### src/rtl/store_buffer_if.sv
`default_nettype none
// ============================================================================
// Module  : store_buffer_if
// Brief   : Commit-side store offer, memory write port and status of the
//           store queue.
// Revision: 1.0
// ============================================================================
interface store_buffer_if;
    logic        datafifo_valid_in;
    logic [31:0] datafifo_addr_in;
    logic [31:0] datafifo_val_in;
    logic [1:0]  datafifo_size_in;
    logic        datafifo_full;
    logic        mem_store_valid;
    logic [31:0] mem_store_addr;
    logic [31:0] mem_store_data;
    logic [3:0]  mem_store_strb;
    logic        mem_store_ready;
    logic        store_empty;
    logic        store_error;
    logic [31:0] store_error_addr;

    // Commit stage and memory side, as seen from outside the queue
    modport master (
        output datafifo_valid_in, datafifo_addr_in, datafifo_val_in, datafifo_size_in,
        output mem_store_ready,
        input  datafifo_full, mem_store_valid, mem_store_addr, mem_store_data,
        input  mem_store_strb, store_empty, store_error, store_error_addr
    );

    modport slave (
        input  datafifo_valid_in, datafifo_addr_in, datafifo_val_in, datafifo_size_in,
        input  mem_store_ready,
        output datafifo_full, mem_store_valid, mem_store_addr, mem_store_data,
        output mem_store_strb, store_empty, store_error, store_error_addr
    );
endinterface
`default_nettype wire

### src/rtl/store_buffer.sv
`default_nettype none
// ============================================================================
// Module  : store_buffer
// Brief   : In-order store queue with byte-lane alignment and sticky error
//           reporting for illegal (misaligned / reserved-size) stores.
// Revision: 1.0
// ============================================================================
module store_buffer #(
    parameter int DEPTH = 4
) (
    input  wire logic     clk,
    input  wire logic     reset,
    store_buffer_if.slave bus
);
    localparam int c_ptr_w = $clog2(DEPTH);
    localparam int c_cnt_w = c_ptr_w + 1;
    localparam logic [c_cnt_w-1:0] c_depth = c_cnt_w'(DEPTH);

    logic [31:0]        r_addr_q [DEPTH];
    logic [31:0]        r_data_q [DEPTH];
    logic [3:0]         r_strb_q [DEPTH];
    logic [c_ptr_w-1:0] r_head;
    logic [c_ptr_w-1:0] r_tail;
    logic [c_cnt_w-1:0] r_count;
    logic               r_error;
    logic [31:0]        r_error_addr;

    logic        w_legal;
    logic [3:0]  w_strb;
    logic [31:0] w_data;
    logic        w_full;
    logic        w_valid;
    logic        w_offer;
    logic        w_push;
    logic        w_pop;

    always_comb begin
        w_legal = 1'b0;
        w_strb  = 4'b0000;
        unique case (bus.datafifo_size_in)
            2'd0: begin
                w_legal = 1'b1;
                w_strb  = 4'b0001 << bus.datafifo_addr_in[1:0];
            end
            2'd1: begin
                w_legal = ~bus.datafifo_addr_in[0];
                w_strb  = 4'b0011 << bus.datafifo_addr_in[1:0];
            end
            2'd2: begin
                w_legal = (bus.datafifo_addr_in[1:0] == 2'b00);
                w_strb  = 4'b1111;
            end
            default: begin
                w_legal = 1'b0;
                w_strb  = 4'b0000;
            end
        endcase
    end

    assign w_data  = bus.datafifo_val_in << {bus.datafifo_addr_in[1:0], 3'b000};
    // Full comes from the registered count only, so a same-cycle pop never frees a slot
    assign w_full  = (r_count == c_depth);
    assign w_valid = (r_count != '0);
    assign w_offer = bus.datafifo_valid_in & ~w_full;
    assign w_push  = w_offer & w_legal;
    assign w_pop   = w_valid & bus.mem_store_ready;

    always_ff @(posedge clk) begin
        if (reset) begin
            r_head       <= '0;
            r_tail       <= '0;
            r_count      <= '0;
            r_error      <= 1'b0;
            r_error_addr <= '0;
        end else begin
            if (w_push) begin
                r_tail <= r_tail + 1'b1;
            end
            if (w_pop) begin
                r_head <= r_head + 1'b1;
            end
            if (w_push && !w_pop) begin
                r_count <= r_count + 1'b1;
            end else if (!w_push && w_pop) begin
                r_count <= r_count - 1'b1;
            end
            if (w_offer && !w_legal) begin
                r_error <= 1'b1;
                if (!r_error) begin
                    r_error_addr <= bus.datafifo_addr_in;
                end
            end
        end
    end

    // Entry storage needs no reset: outputs are masked whenever the queue is empty
    always_ff @(posedge clk) begin
        if (w_push && !reset) begin
            r_addr_q[r_tail] <= {bus.datafifo_addr_in[31:2], 2'b00};
            r_data_q[r_tail] <= w_data;
            r_strb_q[r_tail] <= w_strb;
        end
    end

    assign bus.datafifo_full    = w_full;
    assign bus.mem_store_valid  = w_valid;
    assign bus.mem_store_addr   = w_valid ? r_addr_q[r_head] : 32'h0;
    assign bus.mem_store_data   = w_valid ? r_data_q[r_head] : 32'h0;
    assign bus.mem_store_strb   = w_valid ? r_strb_q[r_head] : 4'h0;
    assign bus.store_empty      = ~w_valid;
    assign bus.store_error      = r_error;
    assign bus.store_error_addr = r_error_addr;
endmodule
`default_nettype wire

### src/flat_wrapper.sv
// flat-port wrapper written by rule: the top's interface ports become plain ports
module store_buffer_flat 
#(
    parameter int DEPTH = 4
)
  (clk, reset, bus_datafifo_valid_in, bus_datafifo_addr_in, bus_datafifo_val_in, bus_datafifo_size_in, bus_mem_store_ready, bus_datafifo_full, bus_mem_store_valid, bus_mem_store_addr, bus_mem_store_data, bus_mem_store_strb, bus_store_empty, bus_store_error, bus_store_error_addr);
  store_buffer_if bus_i ();
  input  wire logic clk;
  input  wire logic reset;
  input wire logic [$bits(bus_i.datafifo_valid_in)-1:0] bus_datafifo_valid_in;
  input wire logic [$bits(bus_i.datafifo_addr_in)-1:0] bus_datafifo_addr_in;
  input wire logic [$bits(bus_i.datafifo_val_in)-1:0] bus_datafifo_val_in;
  input wire logic [$bits(bus_i.datafifo_size_in)-1:0] bus_datafifo_size_in;
  input wire logic [$bits(bus_i.mem_store_ready)-1:0] bus_mem_store_ready;
  output wire logic [$bits(bus_i.datafifo_full)-1:0] bus_datafifo_full;
  output wire logic [$bits(bus_i.mem_store_valid)-1:0] bus_mem_store_valid;
  output wire logic [$bits(bus_i.mem_store_addr)-1:0] bus_mem_store_addr;
  output wire logic [$bits(bus_i.mem_store_data)-1:0] bus_mem_store_data;
  output wire logic [$bits(bus_i.mem_store_strb)-1:0] bus_mem_store_strb;
  output wire logic [$bits(bus_i.store_empty)-1:0] bus_store_empty;
  output wire logic [$bits(bus_i.store_error)-1:0] bus_store_error;
  output wire logic [$bits(bus_i.store_error_addr)-1:0] bus_store_error_addr;
  assign bus_i.datafifo_valid_in = bus_datafifo_valid_in;
  assign bus_i.datafifo_addr_in = bus_datafifo_addr_in;
  assign bus_i.datafifo_val_in = bus_datafifo_val_in;
  assign bus_i.datafifo_size_in = bus_datafifo_size_in;
  assign bus_i.mem_store_ready = bus_mem_store_ready;
  assign bus_datafifo_full = bus_i.datafifo_full;
  assign bus_mem_store_valid = bus_i.mem_store_valid;
  assign bus_mem_store_addr = bus_i.mem_store_addr;
  assign bus_mem_store_data = bus_i.mem_store_data;
  assign bus_mem_store_strb = bus_i.mem_store_strb;
  assign bus_store_empty = bus_i.store_empty;
  assign bus_store_error = bus_i.store_error;
  assign bus_store_error_addr = bus_i.store_error_addr;
  store_buffer #(.DEPTH(DEPTH)) u_core (.clk(clk), .reset(reset), .bus(bus_i));
endmodule
### config.mk
export PLATFORM = sky130hd
export DESIGN_NAME = store_buffer_flat
export DESIGN_NICKNAME = d
export VERILOG_FILES = /design/src/rtl/store_buffer_if.sv /design/src/rtl/store_buffer.sv /design/src/flat_wrapper.sv
export SDC_FILE = /design/constraint.sdc
export NUM_CORES = 1
export LEC_CHECK = 0
export ABC_AREA = 0
export CAP_MARGIN = 20
export CORE_MARGIN = 4
export CORE_UTILIZATION = 55
export DETAILED_ROUTE_END_ITERATION = 10
export GPL_ROUTABILITY_DRIVEN = 0
export GPL_TIMING_DRIVEN = 1
export PLACE_DENSITY = 0.83
export SETUP_SLACK_MARGIN = 0.3
export SYNTH_ARGS = -nofsm -noshare
export SYNTH_HDL_FRONTEND = slang
export SYNTH_SLANG_ARGS = --single-unit
### constraint.sdc
create_clock -name clk -period 9.3 [get_ports clk]
set_input_delay 2.325 -clock clk [delete_from_list [all_inputs] [get_ports clk]]
set_output_delay 2.325 -clock clk [all_outputs]
set_load 0.02 [all_outputs]
==> Yosys cells after proc, flatten, opt, wreduce, memory -nomap -nowiden <==
Memories as Yosys holds them, arrays and structs flattened. A register that Yosys moved wholly into a read port is not among the register bits.
Cells that the tools add are included.
{ "op_classes": {"addsub": 4, "n_eq_ne": 3, "shift": 3, "muxes": 15, "bitwise": 7, "reduce_logical": 13} }
{ "op_table": {"columns": ["cell", "n"], "rows": [
  ["$mux W32", 2],
  ["$shl A32 B5 Y32", 1],
  ["$mux W2", 6],
  ["$pmux W4 S3", 1],
  ["$mux W3", 2],
  ["$add A2 B1 Y2 const B", 2],
  ["$logic_and A1 B1 Y1", 4],
  ["$logic_not A1 Y1", 4],
  ["$logic_not A2 Y1", 2],
  ["$mux W4", 1],
  ["$not A1 Y1", 4],
  ["$shl A1 B2 Y4 const A", 1],
  ["$shl A2 B2 Y4 const A", 1],
  ["$add A3 B1 Y3 const B", 1],
  ["$and A1 B1 Y1", 3],
  ["$eq A3 B3 Y1 const B", 1],
  ["$pmux W1 S3", 1],
  ["$reduce_bool A3 Y1", 1],
  ["$sub A3 B1 Y3 const B", 1],
  ["$eq A2 B1 Y1 const B", 1],
  ["$eq A2 B2 Y1 const B", 1],
  ["$mux W1", 2],
  ["$reduce_and A2 Y1", 1],
  ["$reduce_bool A2 Y1", 1]
]} }
{ "word_totals": {"ff_bits": 40, "ramBits": 264, "inputBits": 70, "output_inout_bits": 104, "elab_cells": 53, "memories": 3} }
{ "memory_table": {"columns": ["name", "depth", "word_bits", "read_ports", "rd_ports_with_merged_regs", "write_ports", "line", "rtl"], "rows": [
  ["u_core.r_data_q", 4, 32, 1, 1, 1, "store_buffer.sv:20", "logic [31:0] r_data_q [DEPTH];"],
  ["u_core.r_addr_q", 4, 30, 1, 1, 1, "store_buffer.sv:19", "logic [31:0] r_addr_q [DEPTH];"],
  ["u_core.r_strb_q", 4, 4, 1, 1, 1, "store_buffer.sv:21", "logic [3:0] r_strb_q [DEPTH];"]
]} }

==> Depth between registers and ports, before layout <==
Gate-level depths: netlist (run 1).
{ "depth": {"ltp_word": 8, "ltp_mapped": 9, "mapped_depth_nobuf": 9} }

==> Least setup slack after synthesis (run 1) <==
OpenSTA, ideal clock, no wires.
{ "synth_path": {"path_type": "input -> register", "from": "input port bus_datafifo_addr_in[0]", "to": "memory u_core.r_addr_q[0][0] (netlist bit) (enable)", "setup_ns": 0.431, "arrival_ns": 4.492, "setup_slack_ns": 4.377, "path_stages": 4, "path_buffers": 0, "path_cell_list": "nor3_1 o211ai_1 nor2_1 and2_1"} }
{ "synth_via": {"elab_chain_len": 6} }
{ "synth_rtl": {"columns": ["element", "line", "rtl"], "rows": [
  ["from (decl)", "flat_wrapper.sv:11", "input wire logic [$bits(bus_i.datafifo_addr_in)-1:0] bus_datafifo_addr_in;"],
  ["$logic_not A2 Y1 or $not A1 Y1 (tied branches)", "store_buffer.sv:50, store_buffer.sv:46", null],
  ["$pmux W1 S3 (*)", "store_buffer.sv:40", "unique case (bus.datafifo_size_in)"],
  ["$and A1 B1 Y1 (*)", "store_buffer.sv:65", "assign w_push = w_offer & w_legal;"],
  ["$logic_and A1 B1 Y1 (*)", "store_buffer.sv:98", "if (w_push && !reset) begin"],
  ["$mux W1 (*)", "store_buffer.sv:98", null],
  ["$mux W1 (implied by the code) (*)", "store_buffer.sv:99", "r_addr_q[r_tail] <= {bus.datafifo_addr_in[31:2], 2'b00};"],
  ["to (decl)", "store_buffer.sv:19", null]
]} }
Mark *: on every way between the ends. The rest lies on a longest branch, timed or not.

==> key figures, run 1 <==
Synthesis
  • Post-synth EDFFs: between 200 and 300
  • Post-synthesis async set-or-reset flop share: 0%
  • Synthesized flop and latch total: ~310
  • Synthesized area per cell: between 15 and 20 um^2
  • Top FF cell, synth: edfxtp_1
  • Post-Syn Area: 12500 um^2
  • Mapped Cells: just over 700
  • Syn. warnings: 0
  • Yosys cell types: 30
  • Largest cells by area after synthesis: edfxtp_1, mux4_2, dfxtp_1, mux2i_1, and2_1
  • Area leader, netlist: edfxtp_1
  • Register area share after synthesis: 70.2%
  • Top-area cell type share of the netlist area: 63.5%

Power
  • Reg power frac: about two fifths
  • Leakage: 5.07 nW
  • Pwr/cell area: 265 nW/um^2
  • Total power draw: about 4 mW
  • Maximum vdd drop: roughly 160 uV
  • Comb pwr share: 28.9%
  • Sw frac: 28.3%
  • Net switching power: roughly 1.2 mW
  • Pint: about 2.9 mW
  • Clock Power Share: approximately a third

STA
  • Fin Setup TNS: 0 ps
  • RSZ-0062 raised after global routing: false
  • Hold_ws: between 400 and 500 ps
  • Final setup vio count: 0
  • Setup ws final: roughly 3600 ps
  • Fin. Hold Viols: 0
  • Max-slew headroom: 29.3%
  • Worst slew pin tran: ~1100 ps
  • Clk_skew: a little under 8 ps
  • Min cycle time layout: between 5000 and 6000 ps
  • Slew Limit Fails: 0
  • Final Cycle Share: about 60%
  • Fmax: 176 MHz

Setup path
  • Startpoint Class: flip-flop
  • Worst setup EP type: output pin
  • Required time worst endpoint: ~7000 ps
  • Maximum fanout along the worst path: 44
  • R2R setup slack: 6340 ps
  • Crit path DAT: 3360 ps
  • WS Path Type: reg2out

Worst hold path
  • Min-Delay Path Class: reg2reg

Layout
  • Layout filler cell count: approximately 1400
  • Nets: 950
  • Layout cells sized above 1: around 15%
  • Final core occ: between 60 and 70%
  • P&R area growth vs syn: 23.5%
  • # diodes: 0
  • Commonest non-fill, non-tap cells in the layout: edfxtp_1, clkdlybuf4s50_1, and2_1
  • Multi-input gate area: about 3500 um^2
  • Commonest non-fill, non-tap cell in the layout: edfxtp_1
  • Sequential Area: 8780 um^2

CTS
  • CTS Hold Buffers Added: 0
  • Root Buffer: clkbuf_16
  • Post-CTS setup buffer count: 0
  • Post-cts repair resize count: 0
  • Clock transition at path regs: 60 ps
  • CTS Buf Count: 30
  • Clock Latency Late Sink: approximately 540 ps
  • Number of H-tree levels: 1
  • CTS Buffer Depth: 3
  • CTS tree: done
  • Clock sink count: between 300 and 400

Flow run
  • Max-capacitance violation count: 0

Outcome
  • Outcome: finished, final reports clean

Global routing
  • Vias in the first global route: around 7000
  • First-pass GRT wire length: between 30000 and 40000 um
  • Initial antenna violation count: 0
  • GRT Residual Overflow: 0
  • Largest net degree at the start of global routing: 75
  • GRT Total Usage: 20.4%

Route
  • Routed vias/inst: roughly 5.7
  • Initial DRC count: 484
  • Pre-antenna DRT Iters: 5
  • Wl on met1: around 10000 um
  • Met2 Wirelength: 12300 um
  • ANT nets after route: 0
  • DRC Markers: 0
  • Final WL: 25500 um
  • Met3 Wirelength: ~2400 um
  • DR vias: about 6700
  • Drt wl/cell: 21.7 um
  • Max Used Layer: met4

Floorplan
  • Row cnt: between 50 and 60
  • Die ar.: 25200 um^2
  • Die width: about 160 um
  • Initial Util: between 50 and 60%
  • Die Y-Extent: around 160 um
  • Num ports: around 170
  • Core Region: ~22000 um^2

Place
  • Final HPWL DP: approximately 15000 um
  • PortBufs: between 150 and 200
  • DP Worst Slack: 4090 ps
## cell usage after synthesis (9+ instances only)
library cell	number
clkbuf_1	23
nand2_1	9
dfxtp_1	42
mux2i_1	51
buf_2	11
mux4_2	66
o21ai_0	11
nor2b_1	10
nand2b_1	65
edfxtp_1	264
nor2_1	21
a21oi_1	13
and2_1	78
## cell type report
| type | count | share of cell area (%) |
|---|---|---|
| clock inverters | 19 | 1.70 |
| flip-flops and latches | 306 | 56.9 |
| multi-input cells | 354 | 22.4 |
| well taps | 280 | 2.27 |
| repair buffers | 175 | 11.2 |
| inverters | 7 | 0.170 |
| clock buffers | 37 | 5.31 |
## cell families after synthesis
family	count (synthesis)	synth area share, %
flip-flops	306	70.2
AND/OR/NAND/NOR	190	8.97
multiplexers	117	16.0
buffers and inverters	52	2.21
AO/OA/AOI/OAI	34	1.56
adder cells (fa/ha/maj)	6	0.661
XOR/XNOR	5	0.351
other	1	0.0300
## power by group through the flow
stage	Clock (mW)	Sequential (mW)	Combinational, mW
floorplan	0	1.61	0.731
global placement	0	1.64	1.19
detailed placement	0	1.64	1.19
CTS	1.32	1.62	1.20
global route	1.38	1.62	1.27
finish	1.30	1.61	1.18
## flip-flops by register name (all words and copies together) (netlist names), named ones only
signal                       flops
u_core.bus.store_error_addr     32
u_core.r_tail                    2
u_core.r_data_q                128
u_core.r_strb_q                 16
u_core.r_count                   3
u_core.r_addr_q                120
u_core.r_head                    2
u_core.bus.store_error           1
## final timing paths
kind              cells past startpoint                        endpoint                            from
setup reg to reg                      9               u_core.r_count[2]               u_core.r_count[0]
hold reg to reg                       2  u_core.bus.store_error_addr[5]  u_core.bus.store_error_addr[5]
setup / recovery                      4           bus_mem_store_data[3]                       flip-flop
hold / removal                        2  u_core.bus.store_error_addr[5]  u_core.bus.store_error_addr[5]
## worst max-delay path: stages, from the launching register on
cell and delay [ps]:
dfxtp_4 650, buf_4 750, mux4_2 600, and2_1 190, clkdlybuf4s50_1 550
## per-layer routing
metal | up-vias | global-route usage (%)
met3 | 41 | 5.63
met5 | - | 0
met2 | 287 | 33.5
li1 | 3019 | -
met1 | 3362 | 27.4
met4 | 0 | 4.91
## metrics by stage
stage               instances  instance area [um^2]
global placement         1122                 14300
global route             1178                 15400
floorplan                 712                 12500
detailed placement       1122                 14300
CTS                      1178                 15400
finish                   1178                 15400
Note: power is estimated with default switching activity, not from simulation.
==> run 2, diff against run 1 <==
Clock period 9.3 ns to 5.63 ns, I/O delays scaled along.
==> run 2 against run 1 <==
  * Via count rose by 0.43%
  * Highest routed layer is now met5
  * Combinational power rose by 65%
  * Register-to-register slack got worse by 3600 ps
  * Final area fell by 0.63%
  * Clock skew rose by 7.4 ps
  * Total power rose by 61%
  * Core utilization fell by 0.44 points
  * Non-clock buffer count rose by 2
==> key figures, run 2 (synthesized netlist as in run 1, its figures left out) <==
Power
  • Maximum vdd drop: roughly 280 uV
  • Leakage: 5.04 nW
  • Pwr/cell area: 430 nW/um^2
  • Total power draw: 6.59 mW

Setup path
  • FF-to-FF End: u_core.r_count[2]
  • Maximum fanout along the worst path: 37
  • Crit path DAT: roughly 3100 ps
  • Startpoint Class: flip-flop
  • Worst r2r path cells: 9
  • Critical Path End: bus_mem_store_data[3]
  • WS Path Type: reg2out
  • Critical Path, Cell by Cell: buf_4 > mux4_2 > and2_1 > clkdlybuf4s50_1
  • Critical Path Max Stage Delay: ~840 ps
  • Worst reg2reg startpoint: u_core.r_count[0]
  • R2R setup slack: ~2800 ps
  • Worst setup EP type: output pin
  • Worst path slowest cell: dfxtp_4
  • Required time worst endpoint: 4220 ps

Worst hold path
  • Hold Path Origin: u_core.bus.store_error_addr[8]
  • Min-Delay Path Class: reg2reg

STA
  • Final Cycle Share: about 81%
  • Fmax: roughly 220 MHz
  • Fin Setup TNS: 0 ps
  • Slew Limit Fails: 0
  • Min cycle time layout: 4540 ps
  • Clk_skew: 15.2 ps
  • Setup ws final: between 1000 and 1500 ps
  • Fin. Hold Viols: 0
  • Max-slew headroom: around a third
  • Hold_ws: roughly 470 ps
  • RSZ-0062 raised after global routing: false
  • Worst slew pin tran: roughly 1000 ps
  • Final setup vio count: 0

Global routing
  • Vias in the first global route: 7045
  • Initial antenna violation count: 3
  • First-pass GRT wire length: 40400 um
  • Largest net degree at the start of global routing: 74
  • GRT Residual Overflow: 0
  • GRT Total Usage: 21.0%

CTS
  • CTS tree: done
  • Number of H-tree levels: 1
  • Post-cts repair resize count: 0
  • Root Buffer: clkbuf_16
  • Clock transition at path regs: 60 ps
  • CTS Hold Buffers Added: 0
  • Clock sink count: roughly 310
  • CTS Buf Count: 29
  • Clock Latency Late Sink: about 540 ps
  • Post-CTS setup buffer count: 0
  • CTS Buffer Depth: 3

Floorplan
  • Core Region: about 22000 um^2
  • Die width: 159 um
  • Die ar.: 25200 um^2
  • Num ports: 174
  • Die Y-Extent: approximately 160 um
  • Row cnt: 54
  • Initial Util: a little under three fifths

Layout
  • Largest Register: u_core.r_data_q
  • Layout cells sized above 1: 14.4%
  • Max reg flops: 128
  • P&R area growth vs syn: 22.7%
  • Nets: approximately 950
  • Layout filler cell count: around 1400
  • Commonest non-fill, non-tap cell in the layout: edfxtp_1
  • Final core occ: between 60% and 70%
  • Commonest non-fill, non-tap cells in the layout: edfxtp_1, clkdlybuf4s50_1, and2_1

Route
  • Initial DRC count: approximately 570
  • Pre-antenna DRT Iters: 4
  • ANT nets after route: 0
  • Drt wl/cell: about 22 um
  • DRC Markers: 0
  • Routed vias/inst: 5.72
  • Final WL: between 20000 and 30000 um
  • DR vias: ~6700

Place
  • DP Worst Slack: ~1600 ps
  • Final HPWL DP: approximately 16000 um
  • PortBufs: roughly 170

Outcome
  • Outcome: finished, final reports clean

Flow run
  • Max-capacitance violation count: 0
## run 2: changes by cell type in the layout (fill, tap and decap cells not counted), sizes merged
| cell | previous run | this run |
|---|---|---|
| clkinv | 9 | 10 |
| clkinvlp | 4 | 1 |
| diode | 0 | 1 |
| bufinv | 6 | 3 |
| buf | 7 | 9 |
| clkbuf | 37 | 38 |
## run 2: worst max-delay path, delay by kind of cell, from the launching register on
family                 cells  cell delay (ps)
buffers and inverters      2              960
DFF                        1              840
muxes                      1              590
and+or+nand+nor            1              180
## run 2: final cells by class
cell class,instances,area (um^2),share of cell area [%]
Antenna cell,1,2.50,0.0163
Clock buffer,38,810,5.28
Clock inverter,14,144,0.939
Inverter,7,26.3,0.172
Multi-Input combinational cell,354,3460,22.6
Sequential cell,306,8780,57.3
Tap cell,280,350,2.29
Timing Repair Buffer,177,1750,11.5
## run 2: per-layer routing
layer  share of wire (%)  track usage, %
met5                0.10               0
met4                 1.8            4.51
met3                 8.0            4.95
met1                  42            29.7
met2                  48            34.1
## run 2: worst min path at each step
stage                                           end  slack, ps  depth (start not counted)
floorplan                         u_core.r_count[2]        460                          2
global placement    u_core.bus.store_error_addr[19]        460                          2
detailed placement  u_core.bus.store_error_addr[12]        460                          2
CTS                 u_core.bus.store_error_addr[16]        480                          2
global route        u_core.bus.store_error_addr[27]        490                          2
finish               u_core.bus.store_error_addr[8]        470                          2
## run 2: report_power, final
part           internal [mW]  leakage [nW]  total [mW]  switching (mW)
Clock                   1.14         0.473        1.95           0.805
Combinational           1.00          1.82        1.95           0.949
Sequential              2.56          2.74        2.69           0.130
## run 2: per-stage QoR
| step | instances | cell area (um^2) |
|---|---|---|
| after floorplan | 712 | 12500 |
| after global placement | 1123 | 14300 |
| after detailed placement | 1124 | 14400 |
| after CTS | 1176 | 15300 |
| after global routing | 1177 | 15300 |
| final | 1177 | 15300 |
